### src/rtl/mem_arbiter.sv
// Two-port (fetch/data) arbiter and sequencer for a single fixed-latency unified memory.
// Optional I-side starvation guard is enabled by defining MEM_ARB_STARVE_GUARD_EN.
module mem_arbiter #(
  parameter int LATENCY = 4
) (
  input  logic        clk,
  input  logic        rst_n,
  input  logic        i_req,
  input  logic [15:0] i_addr,
  output logic [15:0] i_rdata,
  output logic        i_valid,
  input  logic        d_req,
  input  logic        d_wr,
  input  logic [15:0] d_addr,
  input  logic [15:0] d_wdata,
  output logic [15:0] d_rdata,
  output logic        d_valid,
  output logic        mem_en,
  output logic        mem_wr,
  output logic [15:0] mem_addr,
  output logic [15:0] mem_wdata,
  input  logic [15:0] mem_rdata
);

  typedef enum logic [1:0] {IDLE, ISSUE, WAIT, RESP} state_t;

  state_t     state;
  logic [3:0] cnt;
  logic       owner;
  logic       is_store;
  logic       grant_d;

`ifdef MEM_ARB_STARVE_GUARD_EN
  logic [1:0] starve;

  // After two D grants that bypassed a waiting I request, the next contended grant goes to I.
  always_comb begin
    grant_d = d_req && !(i_req && (starve == 2'd2));
  end
`else
  always_comb begin
    grant_d = d_req;
  end
`endif

  always_ff @(posedge clk) begin
    if (!rst_n) begin
      state     <= IDLE;
      cnt       <= 4'd0;
      owner     <= 1'b0;
      is_store  <= 1'b0;
      i_rdata   <= 16'h0000;
      i_valid   <= 1'b0;
      d_rdata   <= 16'h0000;
      d_valid   <= 1'b0;
      mem_en    <= 1'b0;
      mem_wr    <= 1'b0;
      mem_addr  <= 16'h0000;
      mem_wdata <= 16'h0000;
`ifdef MEM_ARB_STARVE_GUARD_EN
      starve    <= 2'd0;
`endif
    end else begin
      i_valid <= 1'b0;
      d_valid <= 1'b0;
      case (state)
        IDLE: begin
          if (i_req || d_req) begin
            owner     <= grant_d;
            is_store  <= grant_d && d_wr;
            mem_en    <= 1'b1;
            mem_wr    <= grant_d && d_wr;
            mem_addr  <= grant_d ? d_addr : i_addr;
            mem_wdata <= grant_d ? d_wdata : 16'h0000;
            state     <= ISSUE;
`ifdef MEM_ARB_STARVE_GUARD_EN
            if (!grant_d) begin
              starve <= 2'd0;
            end else if (i_req) begin
              starve <= starve + 2'd1;
            end
`endif
          end
        end
        ISSUE: begin
          mem_en <= 1'b0;
          mem_wr <= 1'b0;
          cnt    <= 4'(LATENCY);
          state  <= WAIT;
        end
        WAIT: begin
          if (cnt == 4'd1) begin
            if (!is_store) begin
              if (owner) begin
                d_rdata <= mem_rdata;
              end else begin
                i_rdata <= mem_rdata;
              end
            end
            // The pulse is launched here so that it is visible during RESP.
            d_valid <= owner;
            i_valid <= !owner;
            cnt     <= 4'd0;
            state   <= RESP;
          end else begin
            cnt <= cnt - 4'd1;
          end
        end
        RESP: begin
          state <= IDLE;
        end
        default: begin
          state <= IDLE;
        end
      endcase
    end
  end

endmodule
### config.mk
export PLATFORM = sky130hd
export DESIGN_NAME = mem_arbiter
export DESIGN_NICKNAME = d
export VERILOG_FILES = /design/src/rtl/mem_arbiter.sv
export SDC_FILE = /design/constraint.sdc
export NUM_CORES = 1
export LEC_CHECK = 0
export BUFFER_PORTS_ARGS = -buffer_cell sky130_fd_sc_hd__buf_2
export CAP_MARGIN = 40
export CELL_PAD_IN_SITES_DETAIL_PLACEMENT = 1
export CELL_PAD_IN_SITES_GLOBAL_PLACEMENT = 1
export CORE_MARGIN = 1
export CORE_UTILIZATION = 31
export DETAILED_ROUTE_END_ITERATION = 7
export HOLD_SLACK_MARGIN = 0.02
export PLACE_DENSITY_LB_ADDON = 0.1
export SLEW_MARGIN = 10
export SYNTH_ARGS = -nofsm -noshare
export SYNTH_HDL_FRONTEND = slang
export SYNTH_SLANG_ARGS = --single-unit
### constraint.sdc
create_clock -name clk -period 1.5 [get_ports clk]
set_input_delay 0 -clock clk [delete_from_list [all_inputs] [get_ports clk]]
set_output_delay 0 -clock clk [all_outputs]
set_load 0.01 [all_outputs]
==> summary by stage <==
Status
The run finished, with violations left. The checks that failed: setup timing.

Critical path
Counting both buffers and inverters, the worst setup path holds a total of 3. The slowest cell on the critical path is sky130_fd_sc_hd__dfxtp_2. The worst reg-to-reg path cell count is 7.

The timing startpoint of the critical path is cnt[1]. The worst reg2reg path startpoint is cnt[1]. The endpoint identified for the worst register-to-register timing path is i_rdata[14].

STA classifies the critical path startpoint as a register. For this run, the slowest stage of the critical path takes between 0.3 and 0.4 ns. The signal on the critical path passes through inv_4 -> ha_4 -> nor3b_4 -> nor4b_4 -> buf_4 -> clkbuf_16 -> mux2i_1.

The cell family contributing the most delay on the critical path is buffers and inverters. For the worst setup path, the data required time is 1.77 ns. The type of destination of the critical path is a register.

The critical path start-end classification is reg -> reg. The data arrival time of the worst path is 1.85 ns. Across all register-to-register paths, the minimum setup slack is -0.08 ns. The peak fanout along the critical path is 8.

Power
Combinational cells account for 36.8% of the total power. The portion of total power attributed to the clock network is between 20% and 30%. The sum of internal, switching and leakage power is around 6.6 mW. The cell leakage power is 2.541 nW. For this design the total switching power over the nets is 2.300 mW. Across the VDD grid, the largest voltage drop is about 750 uV. The power density over the cells is roughly 1300 mW/mm^2. Sequential cells account for about 39% of the total power. The share of total power consumed by net switching is 34.74%.

The internal power of the cells totals about 4.3 mW.

Global routing
The first global-routing pass estimated 14890 um of wire. The total overflow left after global routing is 0. The initial antenna violation count is 0.

Entering global routing, the biggest net connects 43 pins. The via count of the first global-routing pass is 3138. Across every metal layer, demand over resource in global routing totals around 18%.

Route
For this block, the via count after detailed routing is 3112. In this run, the number of DRC markers left after iteration 0 of detailed routing was 39. The number of iterations in the first detailed-routing pass is 4.

After detailed routing, the average wire length per cell comes to 14.75 um. The total wire length after detailed routing is 9984 um. The count of nets left with antenna violations after detail routing is 0. The via density per instance is roughly 4.6. The post-detailed-route DRC marker count is 0.

Timing
The tightest slew margin relative to the limit is 73.01%. The peak clock frequency supported by timing is 0.6349 GHz. The final-report hold violation count was 0. Once routing completed, OpenROAD measured the worst setup slack at -0.07510 ns. The setup-violating endpoint count in the final report is 17. The setup clock skew after layout is about 0.015 ns. The share of the cycle needed by the critical path after routing is 105.0%.

Setup repair after global routing could not meet its margin everywhere. The slew at the pin closest to its max-slew limit is between 0.4 and 0.5 ns. For the finished layout, the period the worst path requires is 1.575 ns. The final max-slew violation count is 0.

Floorplan
The area of the die is 0.01069 sq mm. The die extent in y is between 100 and 150 um. The initial core utilization is 32.32%. In this run the standard cell core region covers 0.009864 sq mm. 137 I/O pins were placed. In this run the horizontal extent of the chip is 103.4 um. The row count is 36.

Synth
In this run, synthesis produced a sequential element count of 76. In this run the cell area of the synthesized design comes to ~0.0032 sq mm. When the netlist entered floorplanning its net count stood at 406.

Summing the areas of all compound-gate instances in the mapped netlist gives about an eighth of the synthesized area. Counting every instance in the synthesized netlist gives 331. Counting flops with an async set or reset pin after synthesis yields a share of 0%.

Multiplexer cells account for between 10% and 20% of the synthesized area. The post-synthesis adder-cell area fraction is between 2 and 2.5%. The Yosys step of the flow raised 0 warnings.

The number of flops mapped to enable cells by yosys is 0. The share of the synthesized netlist area taken by xor and xnor gates is 0%. Dividing the synthesized area by the synthesized cell count gives 9.632 sq um. The dominant combinational cell family by area after synthesis is simple AND/OR/NAND/NOR gates. The sequential cell area fraction in the yosys report is 47.72%.

In the synthesized netlist the dominant register cell turns out to be sky130_fd_sc_hd__dfxtp_1. The synthesized netlist contains 34 unique library cells. Summing the areas of all and, or, nand and nor instances in the mapped netlist gives 16.80% of the synthesized area.

Clock network
The number of clock buffers added by TritonCTS is 9. For this design, the sink count on the clock tree is 76. The insertion delay to the later sink of the worst-skew pair is 0.34 ns. The largest buffer count on any clock path is 2.

The clock-pin slew on the worst setup and hold paths is ~0.09 ns. The clock tree synthesis step divided the H-tree into 3 levels. The CTS tree is yes.

Clock tree synthesis selected as its root buffer the cell sky130_fd_sc_hd__clkbuf_8.

Final layout
The total number of nets in the final design is 614. The layout has around 1100 filler cells. Compared with the post-synthesis result, the final layout area differs by 59.58%. The antenna diode instance count is 0. Measured on the finished design, the core utilization comes to about 52%. In the final layout, the share of cells above drive strength 1 is about a third. The finished layout holds 677 standard cells, fillers aside.

Job
Max-cap violations in this run came to 0.

Placed design
The count of buffers added on input and output ports is between 100 and 150. The placer congestion estimate is 0.7093. Once detailed placement completed, the half-perimeter wirelength came to 5926 um. Once placement completed, the tool counted placed cells totaling around 590.

Worst hold path
The path class of the lowest-slack min-delay path is in -> reg. The start point of the worst min-delay path is i_req. The worst hold path was traced through 4 stages. The capture endpoint of the worst hold path is owner.
layer usage:
metal / track usage [%] / vias up / routed length, um
met5: 0 / - / 0
met4: 4.875 / 0 / 84
met3: 5.444 / 8 / 611
met2: 32.40 / 94 / 4967
met1: 21.07 / 1463 / 4321
li1: - / 1547 / -
worst max path at each step:
stage             endpoint  slack (ns)  cells past startpoint
3_3_place_gp        cnt[3]        0.05                      5
2_1_floorplan       cnt[3]       -0.03                      5
4_1_cts             cnt[3]       -0.08                      5
3_5_place_dp        cnt[3]       -0.07                      5
5_1_grt         i_rdata[9]       -0.15                      7
6_report       i_rdata[14]       -0.08                      7
kinds of logic after synthesis:
logic type      Yosys count
simple gates            119
flops                    76
compound gates           49
mux                      49
buf+inv                  32
fa+ha+maj                 6
state kept, by name, summed over array words and instances, names as in the netlist:
register,flops
cnt,4
state,2
i_valid,1
is_store,1
d_rdata,16
d_valid,1
mem_wr,1
owner,1
mem_wdata,16
i_rdata,16
mem_addr,16
mem_en,1
placed cells by master (no fill, tap or decap), types with 2 or more instances in the layout:
| cell | instances |
|---|---|
| sky130_fd_sc_hd__buf_2 | 136 |
| sky130_fd_sc_hd__nand2_1 | 86 |
| sky130_fd_sc_hd__dfxtp_1 | 72 |
| sky130_fd_sc_hd__dlygate4sd3_1 | 65 |
| sky130_fd_sc_hd__mux2i_1 | 49 |
| sky130_fd_sc_hd__nand3_1 | 19 |
| sky130_fd_sc_hd__a21boi_0 | 19 |
| sky130_fd_sc_hd__o211a_1 | 16 |
| sky130_fd_sc_hd__clkbuf_8 | 9 |
| sky130_fd_sc_hd__buf_4 | 9 |
| sky130_fd_sc_hd__inv_1 | 7 |
| sky130_fd_sc_hd__buf_12 | 7 |
| sky130_fd_sc_hd__nor2_1 | 4 |
| sky130_fd_sc_hd__ha_1 | 4 |
| sky130_fd_sc_hd__o21a_1 | 3 |
| sky130_fd_sc_hd__dfxtp_2 | 3 |
| sky130_fd_sc_hd__o31ai_1 | 2 |
| sky130_fd_sc_hd__o21ai_0 | 2 |
| sky130_fd_sc_hd__clkinvlp_4 | 2 |
| sky130_fd_sc_hd__inv_6 | 2 |
| sky130_fd_sc_hd__clkbuf_16 | 2 |
synth_stat cells, types with 2 or more instances:
master	n	area, sq um
sky130_fd_sc_hd__nand2_1	86	322.8
sky130_fd_sc_hd__dfxtp_1	76	1521
sky130_fd_sc_hd__mux2i_1	49	490.5
sky130_fd_sc_hd__a21boi_0	19	142.6
sky130_fd_sc_hd__nand3_1	19	95.09
sky130_fd_sc_hd__o211a_1	16	160.2
sky130_fd_sc_hd__clkbuf_1	14	52.55
sky130_fd_sc_hd__inv_1	8	30.03
sky130_fd_sc_hd__buf_2	6	30.03
sky130_fd_sc_hd__ha_1	6	75.07
sky130_fd_sc_hd__nor2_1	4	15.01
sky130_fd_sc_hd__o21a_1	3	22.52
sky130_fd_sc_hd__buf_6	2	22.52
sky130_fd_sc_hd__o21ai_0	2	10.01
sky130_fd_sc_hd__o31ai_1	2	15.01
repair_timing:
item,CTS,global route
buffers inserted,0,2
hold buffers,65,0
pin swaps,0,1
setup endpoints to repair,17,39
cloned,0,2
resized for setup,0,11
hold endpoints to repair,65,0
layout make-up:
type	instances	area [sq um]	area share, %
Clock buffer	9	123.9	2.435
Clock inverter	7	82.58	1.623
Inverter	8	32.53	0.6394
Multi-Input combinational cell	223	1538	30.23
Sequential cell	76	1529	30.05
Tap cell	133	166.4	3.271
Timing Repair Buffer	221	1615	31.75
metrics by stage:
stage                     hold WS, ns  area, sq um  setup TNS (ns)  worst slack [ns]
after floorplan                0.1615         3203         -0.2984          -0.02755
after global placement         0.2768         4129               0           0.04705
after CTS                     0.02564         4986         -0.5109          -0.07677
after detailed placement       0.2891         4129         -0.2848          -0.06744
after global routing          0.03705         5087          -2.188           -0.1499
final                         0.03596         5087         -0.7698          -0.07510
power groups by stage:
stage | sequential, mW | combinational, mW | clock [mW]
after floorplan | 2.68 | 1.13 | 0
after global placement | 2.56 | 2.14 | 0
after detailed placement | 2.58 | 2.19 | 0
after CTS | 2.54 | 2.34 | 1.69
after global routing | 2.60 | 2.70 | 1.79
final | 2.55 | 2.43 | 1.64
worst reg2reg max path: cells and delay by family (launching register included):
kind,cells,cell delay (ns)
flops,1,0.35
fa+ha+maj,1,0.12
simple gates,2,0.42
buf+inv,3,0.43
mux,1,0.19
No activity file was read; power rests on OpenSTA's default activity.
